`src/rtl/wb_port_arbiter_pkg.sv`:
```
// Shared MIPS write-back constants: mux select encodings, $zero register,
// requester count and the round-robin pointer advance helper.
package wb_port_arbiter_pkg;

   localparam int unsigned NUM_REQ  = 3;
   localparam logic [4:0]  REG_ZERO = 5'd0;

   typedef enum logic [1:0] {
      SEL_ALU  = 2'b00,
      SEL_MEM  = 2'b01,
      SEL_LINK = 2'b10,
      SEL_IDLE = 2'b11
   } sel_e;

   // Pointer moves to the requester just after the one granted, wrapping mod 3.
   function automatic logic [1:0] next_ptr(input logic [1:0] idx);
      return (idx >= 2'd2) ? 2'd0 : idx + 2'd1;
   endfunction

endpackage

```
`src/rtl/wb_port_arbiter_rr_pick3.sv`:
```
// Combinational 3-way round-robin picker: scans ptr, ptr+1, ptr+2 (mod 3)
// and reports the first requester found.
module rr_pick3
   import wb_port_arbiter_pkg::*;
(
   input  logic [2:0] i_req,
   input  logic [1:0] i_ptr,
   output logic       o_valid,
   output logic [1:0] o_idx
);

   int unsigned w_cand;

   // First set request in rotated order starting at the pointer.
   always_comb begin
      o_valid = 1'b0;
      o_idx   = 2'd0;
      w_cand  = 0;
      for (int unsigned k = 0; k < NUM_REQ; k++) begin
         w_cand = 32'(i_ptr) + k;
         if (w_cand >= NUM_REQ) w_cand = w_cand - NUM_REQ;
         if (!o_valid && i_req[w_cand]) begin
            o_valid = 1'b1;
            o_idx   = 2'(w_cand);
         end
      end
   end

endmodule

```
`src/rtl/wb_port_arbiter.sv`:
```
// Register-file write-back port arbiter: round-robin over ALU, MEM load and
// LINK requesters with registered grant, mux select and write controls.
module wb_port_arbiter
   import wb_port_arbiter_pkg::*;
(
   input  logic       clk,
   input  logic       reset,
   input  logic [2:0] req,
   input  logic [4:0] addr0,
   input  logic [4:0] addr1,
   input  logic [4:0] addr2,
   input  logic       stall,
   output logic [2:0] grant,
   output logic [1:0] select,
   output logic       reg_write,
   output logic [4:0] write_reg
);

   logic [2:0] r_grant;
   sel_e       r_select;
   logic       r_reg_write;
   logic [4:0] r_write_reg;
   logic [1:0] r_ptr;

   logic [2:0] w_req_masked;
   logic       w_valid;
   logic [1:0] w_idx;
   logic [4:0] w_addr;
   logic [2:0] w_grant_nxt;
   sel_e       w_select_nxt;
   logic       w_reg_write_nxt;
   logic [4:0] w_write_reg_nxt;
   logic [1:0] w_ptr_nxt;

   // A request whose grant is currently showing is already being served.
   assign w_req_masked = req & ~r_grant;

   rr_pick3 u_pick (
      .i_req   (w_req_masked),
      .i_ptr   (r_ptr),
      .o_valid (w_valid),
      .o_idx   (w_idx)
   );

   // Next grant, select, write controls and pointer from the picker result.
   always_comb begin
      w_grant_nxt     = 3'b000;
      w_select_nxt    = SEL_IDLE;
      w_reg_write_nxt = 1'b0;
      w_write_reg_nxt = REG_ZERO;
      w_ptr_nxt       = r_ptr;
      w_addr          = REG_ZERO;
      case (w_idx)
         2'd0:    w_addr = addr0;
         2'd1:    w_addr = addr1;
         2'd2:    w_addr = addr2;
         default: w_addr = REG_ZERO;
      endcase
      if (w_valid) begin
         w_grant_nxt  = 3'b001 << w_idx;
         w_select_nxt = sel_e'(w_idx);
         w_ptr_nxt    = next_ptr(w_idx);
         // $zero still takes the grant slot but never writes the file.
         if (w_addr != REG_ZERO) begin
            w_reg_write_nxt = 1'b1;
            w_write_reg_nxt = w_addr;
         end
      end
   end

   // Output/pointer registers; reset beats stall, stall freezes everything.
   always_ff @(posedge clk) begin
      if (reset) begin
         r_grant     <= 3'b000;
         r_select    <= SEL_IDLE;
         r_reg_write <= 1'b0;
         r_write_reg <= REG_ZERO;
         r_ptr       <= 2'd0;
      end else if (!stall) begin
         r_grant     <= w_grant_nxt;
         r_select    <= w_select_nxt;
         r_reg_write <= w_reg_write_nxt;
         r_write_reg <= w_write_reg_nxt;
         r_ptr       <= w_ptr_nxt;
      end
   end

   assign grant     = r_grant;
   assign select    = r_select;
   assign reg_write = r_reg_write;
   assign write_reg = r_write_reg;

endmodule

```
`config.mk`:
```
export PLATFORM = sky130hd
export DESIGN_NAME = wb_port_arbiter
export DESIGN_NICKNAME = d
export VERILOG_FILES = /design/src/rtl/wb_port_arbiter_pkg.sv /design/src/rtl/wb_port_arbiter_rr_pick3.sv /design/src/rtl/wb_port_arbiter.sv
export SDC_FILE = /design/constraint.sdc
export NUM_CORES = 1
export LEC_CHECK = 0
export BUFFER_PORTS_ARGS = -buffer_cell sky130_fd_sc_hd__buf_2
export CORE_MARGIN = 8
export CORE_UTILIZATION = 43
export CTS_CLUSTER_DIAMETER = 80
export DETAILED_ROUTE_END_ITERATION = 10
export HOLD_SLACK_MARGIN = 0.08
export PLACE_DENSITY = 0.74
export SYNTH_ARGS = -nofsm -noshare
export SYNTH_HDL_FRONTEND = slang
export SYNTH_SLANG_ARGS = --single-unit
```
`constraint.sdc`:
```
create_clock -name clk -period 2.2 [get_ports clk]
set_input_delay 0.55 -clock clk [delete_from_list [all_inputs] [get_ports clk]]
set_output_delay 0.55 -clock clk [all_outputs]
set_load 0.02 [all_outputs]
```
Word level (Yosys, flattened, before mapping):

Index checks and enable logic that the tools add are counted.

* register bits: 13
* bits of input ports: 21
* output and inout port bits: 11
* word-level logic and storage cells: 54

* $add $sub $neg: 6
* magnitude comparators: 7
* equal/unequal tests: 2
* shifts and indexed selects: 1
* muxes and demuxes: 23
* bitwise gates (word level): 3
* reduce and logical (&&, ||, !) cells: 7

Operators by type and width (number)
* less-than comparator 32 x 3 -> 1 bit, second input constant: 3
* two-way mux 32 bit: 3
* greater-or-equal comparator 32 x 2 -> 1 bit, second input constant: 2
* subtractor 32 x 2 -> 32 bit, second input constant: 2
* case mux 5 bit (3 select lines): 1
* two-way mux 2 bit: 5
* two-way mux 5 bit: 2
* two-way mux 1 bit: 8
* binary-select mux 1 bit (select 2 bit): 3
* nonzero test 5 bit: 1
* greater-or-equal comparator 2 bit, second input constant: 2
* adder 2 x 1 -> 3 bit, second input constant: 1
* adder 2 x 2 -> 3 bit, second input constant: 1
* bitwise AND 3 bit: 1
* two-way mux 3 bit: 1
* inverter 3 bit: 1
* << shifter 1 x 2 -> 3 bit, first input constant: 1
* subtractor 2 x 2 -> 3 bit, second input constant: 1
* adder 2 x 1 -> 2 bit, second input constant: 1
* equality test 2 x 1 -> 1 bit, second input constant: 1
* equality test 2 bit, second input constant: 1
* logical AND 1 bit: 2
* logical NOT 1 bit: 2
* logical NOT 2 bit: 1
* 2 further kinds: 2

Logic depth before layout (Yosys ltp):

* depth in word-level cells: 16
* depth in mapped cells: 9
* depth with buffers taken out: 9

Modules after synthesis:

A second synthesis with hierarchy kept.

* cells, all modules: 99
* area, all modules: 880.8 um2

By module, submodules not included
* wb_port_arbiter: instances 1, cells an instance 67, area each 629.4 um2
* rr_pick3: instances 1, cells an instance 32, area each 251.5 um2

Worst setup path after synthesis:

OpenSTA, ideal clock, no wires.

* path type: register to register
* from: register r_ptr[0]
* to: register r_write_reg[3], in the netlist write_reg[3]
* library setup time: 0.128 ns
* data arrival time: 2.122 ns
* data required time: 2.072 ns
* setup slack: -0.049 ns
* stages on the path, launching flop included: 10
* cell sequence: dfxtp_1 inv_1 ha_1 buf_2 o311ai_2 nand3_2 mux2i_1 a222oi_1 a2bb2oi_1 nor2_1

* longest elaborated chain between the ends: 16

Ends and longest elaborated chain
* start: declaration: RTL line wb_port_arbiter.sv:23 `logic [1:0] r_ptr;`
* start signal: assignment: RTL line wb_port_arbiter.sv:84 `r_ptr <= w_ptr_nxt;`
* parallel branches: the longest is 15 deep, another holds subtractor 32 x 2 -> 32 bit
* two-way mux 5 bit (*): RTL line wb_port_arbiter.sv:59 `if (w_valid) begin`
* end signal: assignment: RTL line wb_port_arbiter.sv:83 `r_write_reg <= w_write_reg_nxt;`
* end: declaration: RTL line wb_port_arbiter.sv:22 `logic [4:0] r_write_reg;`

Mark *: on every way between the ends. The select of a mux whose other input is x is not followed.
A chain may end at the register's enable or synchronous reset.

Worst setup path in the final report:

* from: register r_ptr[1]
* to: register r_reg_write, in the netlist reg_write

* longest elaborated chain between the ends: 16

Ends and longest elaborated chain
* parallel branches: the longest is 15 deep, another holds subtractor 32 x 2 -> 32 bit
* two-way mux 1 bit (*): RTL line wb_port_arbiter.sv:59
* end signal: assignment: RTL line wb_port_arbiter.sv:82 `r_reg_write <= w_reg_write_nxt;`
* end: declaration: RTL line wb_port_arbiter.sv:21 `logic r_reg_write;`

Marks and branches as above.

==> flow_metrics.env <==
export IMPL_relSlewSlack_pct=45.4
export IMPL_fin_area_um2=1440
export IMPL_core_area_um2=1960
export IMPL_swShare_pct=44.6
export IMPL_setup_violations=6
export IMPL_finClkSkew_ns=0.00512
export IMPL_slowest_delay_ns=0.40
export IMPL_p_leak_nw=0.631
export IMPL_die_area_um2=3790
export IMPL_critical_path_slowest_cell="a222oi_1"
export IMPL_worst_ir_drop_vdd_uv=938
export IMPL_grt_usage_pct=16.4
export IMPL_max_cap_violations=0
export IMPL_place_area_um2=1260
export IMPL_firstDrtPassIters=4
export IMPL_cts_sinks=13
export IMPL_syn_cell_area_um2=893
export IMPL_cp_data_required_time_ns=2.36
export IMPL_timing_setup_tns_ns=-0.303
export IMPL_ctsHoldBuffers=0
export IMPL_power_per_cell_area_nw_per_um2=1640
export IMPL_crit_fanout=6
export IMPL_seq_area_um2=265
export IMPL_fin_nets=190
export IMPL_p_comb_share_pct=76.6
export IMPL_syn_inst=107
export IMPL_power_frac_seq_pct=17.3
export IMPL_ys_seq_elements=13
export IMPL_start_util_pct=45.5
export IMPL_p_clk_share_pct=6.1
export IMPL_finalHoldViolCount=0
export IMPL_routedWlPerCell_um=16.4
export IMPL_cp_top_family="simple AND/OR/NAND/NOR gates"
export IMPL_worstMarginPinSlew_ns=0.814
export IMPL_critPathKind="reg -> reg"
export IMPL_finalMaxSlewViolations=0
export IMPL_fin_crit_ns=2.32
export IMPL_dp_slack_ns=-0.197
export IMPL_gr_max_usage_layer="met2"
export IMPL_htree_levels=1
export IMPL_route_detailed_drc=0
export IMPL_met1_usage_pct=18.5
export IMPL_antenna_found_initial=0
export IMPL_clk_pin_slew_worst_paths_ns=0.08
export IMPL_power_switching_mw=1.05
export IMPL_antenna_cells=0
export IMPL_root_buffer="clkbuf_4"
export IMPL_die_width_um=61.6
export IMPL_clockBufferDepth=2
export IMPL_grt_start_max_net_pins=14
export IMPL_layout_setup_ws_ns=-0.116
export IMPL_crit_path_end_kind="flop"
export IMPL_yosys_warnings=0
export IMPL_dr_total_vias=1097
export IMPL_syn_nets=131
export IMPL_multi_input_area_um2=717
export IMPL_violations="setup timing"
export IMPL_worstSetupStartpointType="flop"
export IMPL_drive_gt1_share_pct=49.1
export IMPL_cts_tree="built"
export IMPL_via_per_inst=5.71
export IMPL_dp_cells=184
export IMPL_fp_row_count=16
export IMPL_drt_iter0_drc=47
export IMPL_gr_usage_met2_pct=26.6
export IMPL_worstPathArrival_ns=2.47
export IMPL_synth_cell_types=32
export IMPL_wl_um=3150
export IMPL_design_portCount=32
export IMPL_syn_avg_cell_area_um2=8.35
export IMPL_path_buf_inv=2
export IMPL_max_freq_ghz=0.432
export IMPL_dpl_hpwl_um=2320
export IMPL_cp_cell_sequence="buf_6, ha_4, and4bb_1, nor4_4, nand3_2, mux2i_2, a222oi_1, buf_4, a311oi_1"
export IMPL_p_int_mw=1.31
export IMPL_clock_latency_ns=0.27
export IMPL_grt_pass1_wl_um=4690
export IMPL_post_route_period_util_pct=105
export IMPL_met3_usage_pct=2.92
export IMPL_ant_nets=0
export IMPL_largest_register_ffs=5
export IMPL_ys_seq_area_share_pct=29.1
export IMPL_area_delta_synth_final_pct=61.2
export IMPL_grt_pass1_vias=1096
export IMPL_place_gp_congestion=0.813
export IMPL_grt_ovfl_total=0
export IMPL_n_fill_cell=176
export IMPL_status="finished, violations left"
export IMPL_io_buffers=31
export IMPL_cts_made_buffers=3
export IMPL_min_path_type="reg -> reg"
export IMPL_final_cells=192
export IMPL_rsz0062_at_grt="true"
export IMPL_die_h_um=61.6
==> metrics by stage <==
stage	power (mW)	hold slack, ns	util, %
5_1_grt	2.49	0.517	73.4
2_1_floorplan	1.27	0.454	-
4_1_cts	2.19	0.493	69.9
3_3_place_gp	1.82	0.465	64.1
3_5_place_dp	1.87	0.475	64.1
6_report	2.35	0.492	73.4
==> final timing paths <==
path | from | to | slack [ns] | cells after the start
worst min register to register | write_reg[3]$_SDFFE_PP0N_ | write_reg[3]$_SDFFE_PP0N_ | 0.49 | 2
worst max register to register | r_ptr[1]$_SDFFE_PP0P_ | reg_write$_SDFFE_PP0N_ | -0.12 | 9
worst max-delay path | r_ptr[1]$_SDFFE_PP0P_ | reg_write$_SDFFE_PP0N_ | -0.12 | 9
worst min-delay path | write_reg[3]$_SDFFE_PP0N_ | write_reg[3]$_SDFFE_PP0N_ | 0.49 | 2
==> layout make-up <==
| type | instances | area share (%) |
|---|---|---|
| multi-input combinational | 82 | 49.8 |
| timing repair buffer | 57 | 25.1 |
| sequential | 13 | 18.4 |
| inverter | 9 | 2.52 |
| tap | 27 | 2.35 |
| clock buffer | 4 | 1.82 |
==> Yosys cell counts (all sizes together) <==
cell type | instances | area share [%]
nor2b | 3 | 2.1
a311oi | 2 | 2.0
mux2i | 1 | 1.1
a21oi | 10 | 5.6
inv | 9 | 3.8
a22oi | 10 | 8.4
o311ai | 1 | 1.8
nand3 | 2 | 1.7
nor2 | 12 | 5.0
nand4bb | 2 | 2.5
a31oi | 1 | 0.70
o21bai | 3 | 2.5
nor4bb | 1 | 1.8
a211oi | 2 | 1.7
buf | 1 | 0.56
a2bb2oi | 1 | 0.98
o22ai | 1 | 0.70
nand2 | 5 | 2.1
o21ai | 2 | 1.1
o221ai | 4 | 3.9
clkbuf | 2 | 0.84
a22o | 4 | 3.9
ha | 3 | 4.2
a222oi | 1 | 1.1
nand2b | 5 | 3.8
and4bb | 2 | 2.8
dfxtp | 13 | 29
nor4b | 2 | 2.0
nor4 | 2 | 2.1
==> power groups by stage <==
| stage | clock network, mW | registers [mW] | logic, mW |
|---|---|---|---|
| CTS | 0.149 | 0.403 | 1.64 |
| finish | 0.144 | 0.407 | 1.80 |
| global placement | 0 | 0.390 | 1.43 |
| floorplan | 0 | 0.486 | 0.779 |
| global route | 0.157 | 0.417 | 1.91 |
| detailed placement | 0 | 0.399 | 1.47 |
==> layout by cell type, fill, tap and decap left out, types with 2 or more instances in the layout <==
master	count
ha_4	2
o21bai_1	2
o221ai_2	3
nor2_1	11
inv_1	8
buf_2	31
a22o_1	4
a311oi_1	2
dfxtp_1	11
nand2b_1	4
buf_4	23
clkbuf_4	3
nand2_1	5
and4bb_1	2
a22oi_1	9
nor2b_1	3
a211oi_1	2
o21ai_1	2
buf_6	3
a21oi_1	9
==> worst register-to-register path, cell delays in order, from the launching register on <==
cell	delay [ns]
dfxtp_2	0.33
buf_6	0.11
ha_4	0.30
and4bb_1	0.27
nor4_4	0.19
nand3_2	0.16
mux2i_2	0.20
a222oi_1	0.40
buf_4	0.18
a311oi_1	0.07
==> cell families (layout without fill, tap and decap cells) <==
kind of cell	Yosys count	after routing	share of synthesized area [%]
compound gates	42	42	34.5
simple gates	36	36	25.9
flops	13	13	29.1
buf+inv	12	70	5.18
fa+ha+maj	3	3	4.20
mux	1	1	1.12
==> metal layers <==
| layer | vias up | part of all wire, % |
|---|---|---|
| li1 | 535 | - |
| met5 | - | 0 |
| met4 | 0 | 3.1 |
| met2 | 45 | 49 |
| met3 | 9 | 6.1 |
| met1 | 508 | 42 |
==> what timing repair did <==
item / in CTS / in global routing
setup endpoints to repair: 8 / 11
resized for setup: 15 / 11
setup buffers: 4 / 0
endpoints found under the hold margin: 0 / 0
pin swaps: 3 / 1
Note: power is estimated with default switching activity, not from simulation.
